<file path="config.mk">
export PLATFORM = sky130hd
export DESIGN_NAME = pair_serializer
export DESIGN_NICKNAME = d
export VERILOG_FILES = /design/src/rtl/pair_serializer.sv
export SDC_FILE = /design/constraint.sdc
export NUM_CORES = 1
export LEC_CHECK = 0
export BUFFER_PORTS_ARGS = -buffer_cell sky130_fd_sc_hd__buf_2
export CORE_ASPECT_RATIO = 0.75
export CORE_UTILIZATION = 51
export CTS_CLUSTER_SIZE = 25
export DETAILED_ROUTE_END_ITERATION = 8
export PLACE_DENSITY = 0.84
export REMOVE_ABC_BUFFERS = 1
export SLEW_MARGIN = 40
export SYNTH_ARGS = -nofsm -noshare
export SYNTH_HDL_FRONTEND = slang
export SYNTH_SLANG_ARGS = --single-unit
export TNS_END_PERCENT = 100
</file>
<file path="constraint.sdc">
create_clock -name clk -period 1.9 [get_ports clk]
set_input_delay 0.285 -clock clk [delete_from_list [all_inputs] [get_ports clk]]
set_output_delay 0.285 -clock clk [all_outputs]
set_load 0.1 [all_outputs]
</file>
<file path="src/rtl/pair_serializer.sv">
// Buffers up to DEPTH {s1,s2} sample pairs and streams them out as bytes, s1 then s2.
// Pairs offered while the buffer is full are discarded and counted in a saturating counter.
module pair_serializer #(
  parameter int WIDTH = 8,
  parameter int DEPTH = 4
) (
  input  logic                       clk,
  input  logic                       rst,
  input  logic                       in_valid,
  input  logic [WIDTH-1:0]           s1,
  input  logic [WIDTH-1:0]           s2,
  output logic                       in_ready,
  output logic                       out_valid,
  input  logic                       out_ready,
  output logic [WIDTH-1:0]           out_data,
  output logic                       out_last,
  output logic [$clog2(DEPTH):0]     count,
  output logic [7:0]                 drop_count
);

  localparam int AW = $clog2(DEPTH);
  localparam int CW = AW + 1;
  localparam logic [CW-1:0] FULL = CW'(DEPTH);

  // Handshake: a transfer happens on a rising edge where valid && ready are both 1.
  // valid never depends on ready, and in_ready depends only on registered occupancy.

  logic [2*WIDTH-1:0] mem [DEPTH];
  logic [AW-1:0]      wr_ptr;
  logic [AW-1:0]      rd_ptr;
  logic               sel;
  logic [CW-1:0]      count_q;
  logic [7:0]         drop_q;
  logic [2*WIDTH-1:0] head;
  logic               push;
  logic               drop;
  logic               out_fire;
  logic               pop;

  assign in_ready   = (count_q != FULL);
  assign out_valid  = (count_q != '0);
  assign push       = in_valid && in_ready;
  assign drop       = in_valid && !in_ready;
  assign out_fire   = out_valid && out_ready;
  assign pop        = out_fire && sel;
  assign head       = mem[rd_ptr];
  assign count      = count_q;
  assign drop_count = drop_q;
  assign out_last   = out_valid && sel;

  always_comb begin
    out_data = '0;
    if (out_valid) out_data = sel ? head[WIDTH-1:0] : head[2*WIDTH-1:WIDTH];
  end

  // Storage array carries no reset; occupancy alone decides what is valid.
  always_ff @(posedge clk) begin
    if (push && !rst) mem[wr_ptr] <= {s1, s2};
  end

  always_ff @(posedge clk) begin
    if (rst) begin
      wr_ptr  <= '0;
      rd_ptr  <= '0;
      sel     <= 1'b0;
      count_q <= '0;
      drop_q  <= '0;
    end else begin
      if (push) wr_ptr <= wr_ptr + 1'b1;
      if (out_fire) sel <= !sel;
      if (pop) rd_ptr <= rd_ptr + 1'b1;
      case ({push, pop})
        2'b10:   count_q <= count_q + 1'b1;
        2'b01:   count_q <= count_q - 1'b1;
        default: count_q <= count_q;
      endcase
      if (drop && drop_q != 8'hFF) drop_q <= drop_q + 1'b1;
    end
  end

endmodule

</file>
==> results.sh, run 1 <==
export IMPL_core_area_um2=6350
export IMPL_hold_violations=0
export IMPL_clock_skew_ns=0.0101
export IMPL_crit_path_max_fanout=8
export IMPL_finish_net_count=293
export IMPL_area_growth_syn_to_layout_pct=22.4
export IMPL_crit_path_end_kind="output port"
export IMPL_cts_buffer_depth=2
export IMPL_r2r_start="count[0]"
export IMPL_grt_overflow_total=0
export IMPL_layout_setup_ws_ns=-0.234
export IMPL_cts_sinks=82
export IMPL_crit_type="reg2out"
export IMPL_cts_setup_buffers=0
export IMPL_holdWs_ns=0.150
export IMPL_cts_clk_slew_worst_paths_ns=0.08
export IMPL_start_kind="flip-flop"
export IMPL_synth_cells=200
export IMPL_vdd_drop_max_mv=0.533
export IMPL_drc=0
export IMPL_fillers=443
export IMPL_setup_violations=9
export IMPL_slew_headroom=0.675
export IMPL_layout_min_cycle_time_ns=2.13
export IMPL_htree_num_levels=3
export IMPL_drtIter0Drc=113
export IMPL_ys_seq_area_frac=0.678
export IMPL_vias=1912
export IMPL_worst_pin_slew_ns=0.490
export IMPL_fp_dieH_um=72.4
export IMPL_hp_class="in2reg"
export IMPL_cts_tree="yes"
export IMPL_synth_area_um2=3370
export IMPL_layout_common_cells="edfxtp_1 (64), buf_2 (32), nor2_1 (24)"
export IMPL_drt_wl_total_mm=6.20
export IMPL_drive_gt1_frac=0.395
export IMPL_critPathArrivalTime_ns=1.85
export IMPL_clock_latency_ns=0.34
export IMPL_routedLengthMet1_mm=2.71
export IMPL_diodes=0
export IMPL_gp_congestion=0.868
export IMPL_dr_pass1_iters=4
export IMPL_hpwl_mm=3.97
export IMPL_vias_per_cell=5.43
export IMPL_synth_edf_count=64
export IMPL_ys_async_sr_fraction=0
export IMPL_num_io_pins=42
export IMPL_io_buffers=41
export IMPL_antenna_found_initial=0
export IMPL_failed_checks="negative setup slack"
export IMPL_wl_met2_mm=3.07
export IMPL_rsz0062_at_grt="yes"
export IMPL_grt_max_degree=18
export IMPL_place_area_um2=3790
export IMPL_dieArea_um2=6930
export IMPL_ant_nets=0
export IMPL_grt_pass1_vias=1930
export IMPL_die_w_um=95.8
export IMPL_cp_required_ns=1.62
export IMPL_status="finished, violations left"
export IMPL_syn_avg_cell_area_um2=16.8
export IMPL_rows=25
export IMPL_dr_wl_met3_um=376
export IMPL_synth_seq_cells=82
export IMPL_highest_layer="met4"
export IMPL_design_area_um2=4120
export IMPL_endpoint="out_data[6]"
export IMPL_rrSetupSlack_ns=-0.12
export IMPL_reg2reg_to="count[2]"
export IMPL_start_util=0.530
export IMPL_post_route_period_util=1.12
export IMPL_routedWlPerCell_um=17.6
export IMPL_layout_commonest_cell="edfxtp_1"
export IMPL_p_leak_nw=1.49
export IMPL_numCtsBuffers=9
export IMPL_hold_buffers=0
export IMPL_yosys_warnings=0
export IMPL_ys_types=37
export IMPL_rr_worst_depth=8
export IMPL_synth_main_ff_cell="edfxtp_1"
export IMPL_powerDensity_nw_per_um2=1020
export IMPL_fmax_mhz=468
export IMPL_slew_viol_final=0
export IMPL_maxCapViolations=0
export IMPL_grt_pass1_wl_mm=9.92
export IMPL_grtUsageTotal=0.205
export IMPL_ctsRootBufferMaster="clkbuf_8"
[critical path: stages, from the launching register on]
cell	delay (ns)
dfxtp_4	0.40
buf_12	0.15
mux4_2	0.51
mux2i_1	0.17
nor2_1	0.09
buf_6	0.19
[state kept, by name, indices dropped and copies added (netlist names), named ones only]
name / flops
mem: 64
drop_count: 8
count: 3
rd_ptr: 2
wr_ptr: 2
sel: 1
[metrics by stage]
| stage | util | TNS (ns) | cells | setup slack [ns] | power [mW] |
|---|---|---|---|---|---|
| after floorplan | - | -94.46 | 192 | -1.48 | 2.62 |
| after global placement | 0.598 | -0.118 | 335 | -0.112 | 2.83 |
| after detailed placement | 0.598 | -0.315 | 335 | -0.202 | 2.85 |
| after CTS | 0.648 | -1.98 | 352 | -0.263 | 4.23 |
| after global routing | 0.649 | -2.45 | 352 | -0.302 | 4.36 |
| final | 0.649 | -1.63 | 352 | -0.234 | 4.22 |
[where the power goes]
group	switching, mW	total [mW]	internal, mW	leakage (nW)
Clock	0.587	1.33	0.742	0.103
Sequential	0.0266	2.02	1.99	0.729
Combinational	0.601	0.866	0.265	0.661
Total	1.21	4.22	3.00	1.49
[worst min-delay path by stage]
| stage | from | to | slack, ns | cells after the start |
|---|---|---|---|---|
| after global routing | s1[4] | mem[3][12] | 0.14 | 1 |
| after global placement | wr_ptr[1] | wr_ptr[1] | 0.49 | 2 |
| after floorplan | rst | count[2] | 0.35 | 1 |
| after detailed placement | wr_ptr[1] | wr_ptr[1] | 0.50 | 2 |
| final | s1[1] | mem[0][9] | 0.15 | 1 |
| after CTS | s1[1] | mem[0][9] | 0.14 | 1 |
[layer usage]
layer	track usage	vias to the layer above
met1	0.274	954
li1	-	893
met4	0.0663	0
met2	0.325	58
met5	0	-
met3	0.0608	7
[cell families after synthesis]
group,count (synthesis),synth area share
AOI/OAI and AO/OA,12,0.0234
xor gates and xnor gates,11,0.0286
buffers and inverters,15,0.0260
adders and majority gates,7,0.0282
DFF,82,0.678
muxes,25,0.140
and+or+nand+nor,48,0.0754
[synthesized netlist by cell type (2+ instances only)]
cell        n  area share
edfxtp_1   64        0.57
nor2_1     24       0.027
dfxtp_1    18        0.11
mux4_2     10       0.067
mux2i_1     9       0.027
xor2_1      9       0.023
and2_1      6       0.011
ha_1        6       0.022
inv_1       6      0.0067
mux4_1      6       0.047
a21oi_1     3      0.0045
buf_2       3      0.0045
nand3_1     3      0.0045
nand4_1     3      0.0056
a211oi_1    2      0.0045
and3_1      2      0.0037
clkbuf_1    2      0.0022
nand2_1     2      0.0022
o2111ai_1   2      0.0052
o211ai_1    2      0.0045
xnor2_1     2      0.0052
[area by class of cell]
type,count,area (um^2),share of cell area
tap,81,101,0.0246
sequential,82,2290,0.555
multi-input combinational,103,1010,0.245
inverter,7,26.3,0.00637
clock inverter,6,88.8,0.0215
timing repair buffer,63,479,0.116
clock buffer,10,128,0.0310
[repair_timing]
action	in CTS	in global routing
setup endpoints to repair	10	11
cloned	1	0
pin swaps	4	5
gates resized for setup	32	7
(Power assumes the default switching activity.)
==> run 2: changes to the inputs <==
CORE_UTILIZATION = 25   (was 51)
PLACE_DENSITY = 0.52   (was 0.84)
==> run 2 against run 1 <==
  * The run still ends with negative setup slack left
  * Highest routed layer unchanged
  * Wire length increased by 6.5%
  * Fmax increased by 2.7%
  * Non-clock buffer count increased by 3
  * Sequential power about the same
  * Count of clock-buffer cells in the layout unchanged
==> results.sh, run 2 (synthesis results as in run 1) <==
export IMPL_status="finished, violations left"
export IMPL_failed_checks="negative setup slack"
export IMPL_htree_num_levels=3
export IMPL_hold_buffers=0
export IMPL_cts_buffer_depth=2
export IMPL_vias=1829
export IMPL_dieArea_um2=13900
export IMPL_finish_net_count=296
export IMPL_p_seq_frac=0.440
export IMPL_drc=0
export IMPL_internal_power_mw=3.29
export IMPL_num_io_pins=42
export IMPL_worst_pin_slew_ns=0.492
export IMPL_gp_congestion=0.732
export IMPL_layout_setup_ws_ns=-0.179
export IMPL_crit_type="reg2out"
export IMPL_largest_reg_flops=64
export IMPL_netSwitchingFraction=0.284
export IMPL_dr_pass1_iters=4
export IMPL_grtUsageTotal=0.106
export IMPL_diodes=0
export IMPL_routedWlPerCell_um=14.9
export IMPL_grt_overflow_total=0
export IMPL_drt_wl_total_mm=6.61
export IMPL_rows=36
export IMPL_grt_pass1_vias=1930
export IMPL_p_leak_nw=1.55
export IMPL_layout_commonest_cell="edfxtp_1"
export IMPL_start_kind="flip-flop"
export IMPL_hpwl_mm=4.16
export IMPL_drive_gt1_frac=0.401
export IMPL_layout_common_cells="edfxtp_1 (64), buf_2 (32), nor2_1 (23)"
export IMPL_powerDensity_nw_per_um2=1060
export IMPL_vdd_drop_max_mv=0.403
export IMPL_p_sw_mw=1.31
export IMPL_hp_class="in2reg"
export IMPL_io_buffers=41
export IMPL_critPathArrivalTime_ns=1.79
export IMPL_cts_sinks=82
export IMPL_comb_power_share=0.191
export IMPL_area_growth_syn_to_layout_pct=29.4
export IMPL_fmax_mhz=481
export IMPL_final_util=0.333
export IMPL_hold_violations=0
export IMPL_cp_required_ns=1.62
export IMPL_grt_pass1_wl_mm=10.6
export IMPL_rsz0062_at_grt="yes"
export IMPL_setup_violations=9
export IMPL_antenna_found_initial=0
export IMPL_regMostFlops="mem"
export IMPL_place_area_um2=3910
export IMPL_post_route_period_util=1.09
export IMPL_start_util=0.258
export IMPL_crit_path_end_kind="output port"
export IMPL_maxCapViolations=0
export IMPL_die_w_um=136
export IMPL_holdWs_ns=0.173
export IMPL_vias_per_cell=4.11
export IMPL_clock_skew_ns=0.00492
export IMPL_grt_max_degree=18
export IMPL_core_area_um2=13100
export IMPL_clock_latency_ns=0.33
export IMPL_slew_headroom=0.675
export IMPL_crit_path_max_fanout=8
export IMPL_cts_tree="yes"
export IMPL_numCtsBuffers=9
export IMPL_cts_clk_slew_worst_paths_ns=0.06
export IMPL_drtIter0Drc=162
export IMPL_ctsRootBufferMaster="clkbuf_16"
export IMPL_ant_nets=0
export IMPL_fp_dieH_um=103
export IMPL_post_place_ws_ns=-0.159
export IMPL_power_frac_clock=0.369
export IMPL_layout_min_cycle_time_ns=2.08
export IMPL_design_area_um2=4360
export IMPL_slew_viol_final=0
==> run 2: area by class of cell <==
| type | count | area (um^2) |
|---|---|---|
| clock buffer | 10 | 229 |
| fill | 1286 | 8710 |
| timing repair buffer | 66 | 526 |
| inverter | 7 | 26.3 |
| multi-input combinational | 103 | 1000 |
| clock inverter | 6 | 67.6 |
| sequential | 82 | 2290 |
| tap | 171 | 214 |
==> run 2: final timing paths <==
kind | startpoint | to | slack [ns] | cells past startpoint
worst max-delay path | flip-flop | out_data[0] | -0.18 | 5
worst min-delay path | s1[4] | mem[3][12] | 0.17 | 1
worst max register to register | count[0] | count[2] | -0.09 | 8
worst min register to register | wr_ptr[1] | wr_ptr[1] | 0.51 | 2
==> run 2: worst max-delay path, cell delays in order (launching register included) <==
cell and delay [ns]:
dfxtp_4 0.39, buf_16 0.15, mux4_2 0.50, mux2i_1 0.17
nor2_2 0.09, buf_12 0.17
==> run 2: per-layer routing <==
layer  vias up  global-route usage  part of all wire
met1       884               0.146              0.50
met4         0              0.0462             0.014
li1        898                   -                 -
met2        40               0.155              0.45
met5         -                   0                 0
met3         7              0.0324             0.043
==> run 2: timing repair <==
| item | CTS | global route |
|---|---|---|
| pin swaps | 5 | 8 |
| resized for setup | 36 | 11 |
| endpoints found under the setup margin | 9 | 64 |
| buffers inserted | 1 | 2 |
| cloned | 1 | 0 |
==> run 2: metrics by stage <==
step                      std cells  power, mW  setup TNS [ns]
final                           445       4.60           -1.36
after global routing            445       4.79           -2.25
after CTS                       443       4.65           -1.57
after detailed placement        425       2.85          -0.165
after global placement          425       2.85          -0.147
after floorplan                 192       2.62          -94.46
==> run 2: power groups by stage <==
stage / Sequential (mW) / Combinational [mW] / Clock (mW)
final: 2.02 / 0.879 / 1.70
after global routing: 2.03 / 0.933 / 1.83
after CTS: 2.02 / 0.877 / 1.75
after detailed placement: 2.05 / 0.797 / 0
after global placement: 2.05 / 0.797 / 0
after floorplan: 2.14 / 0.490 / 0
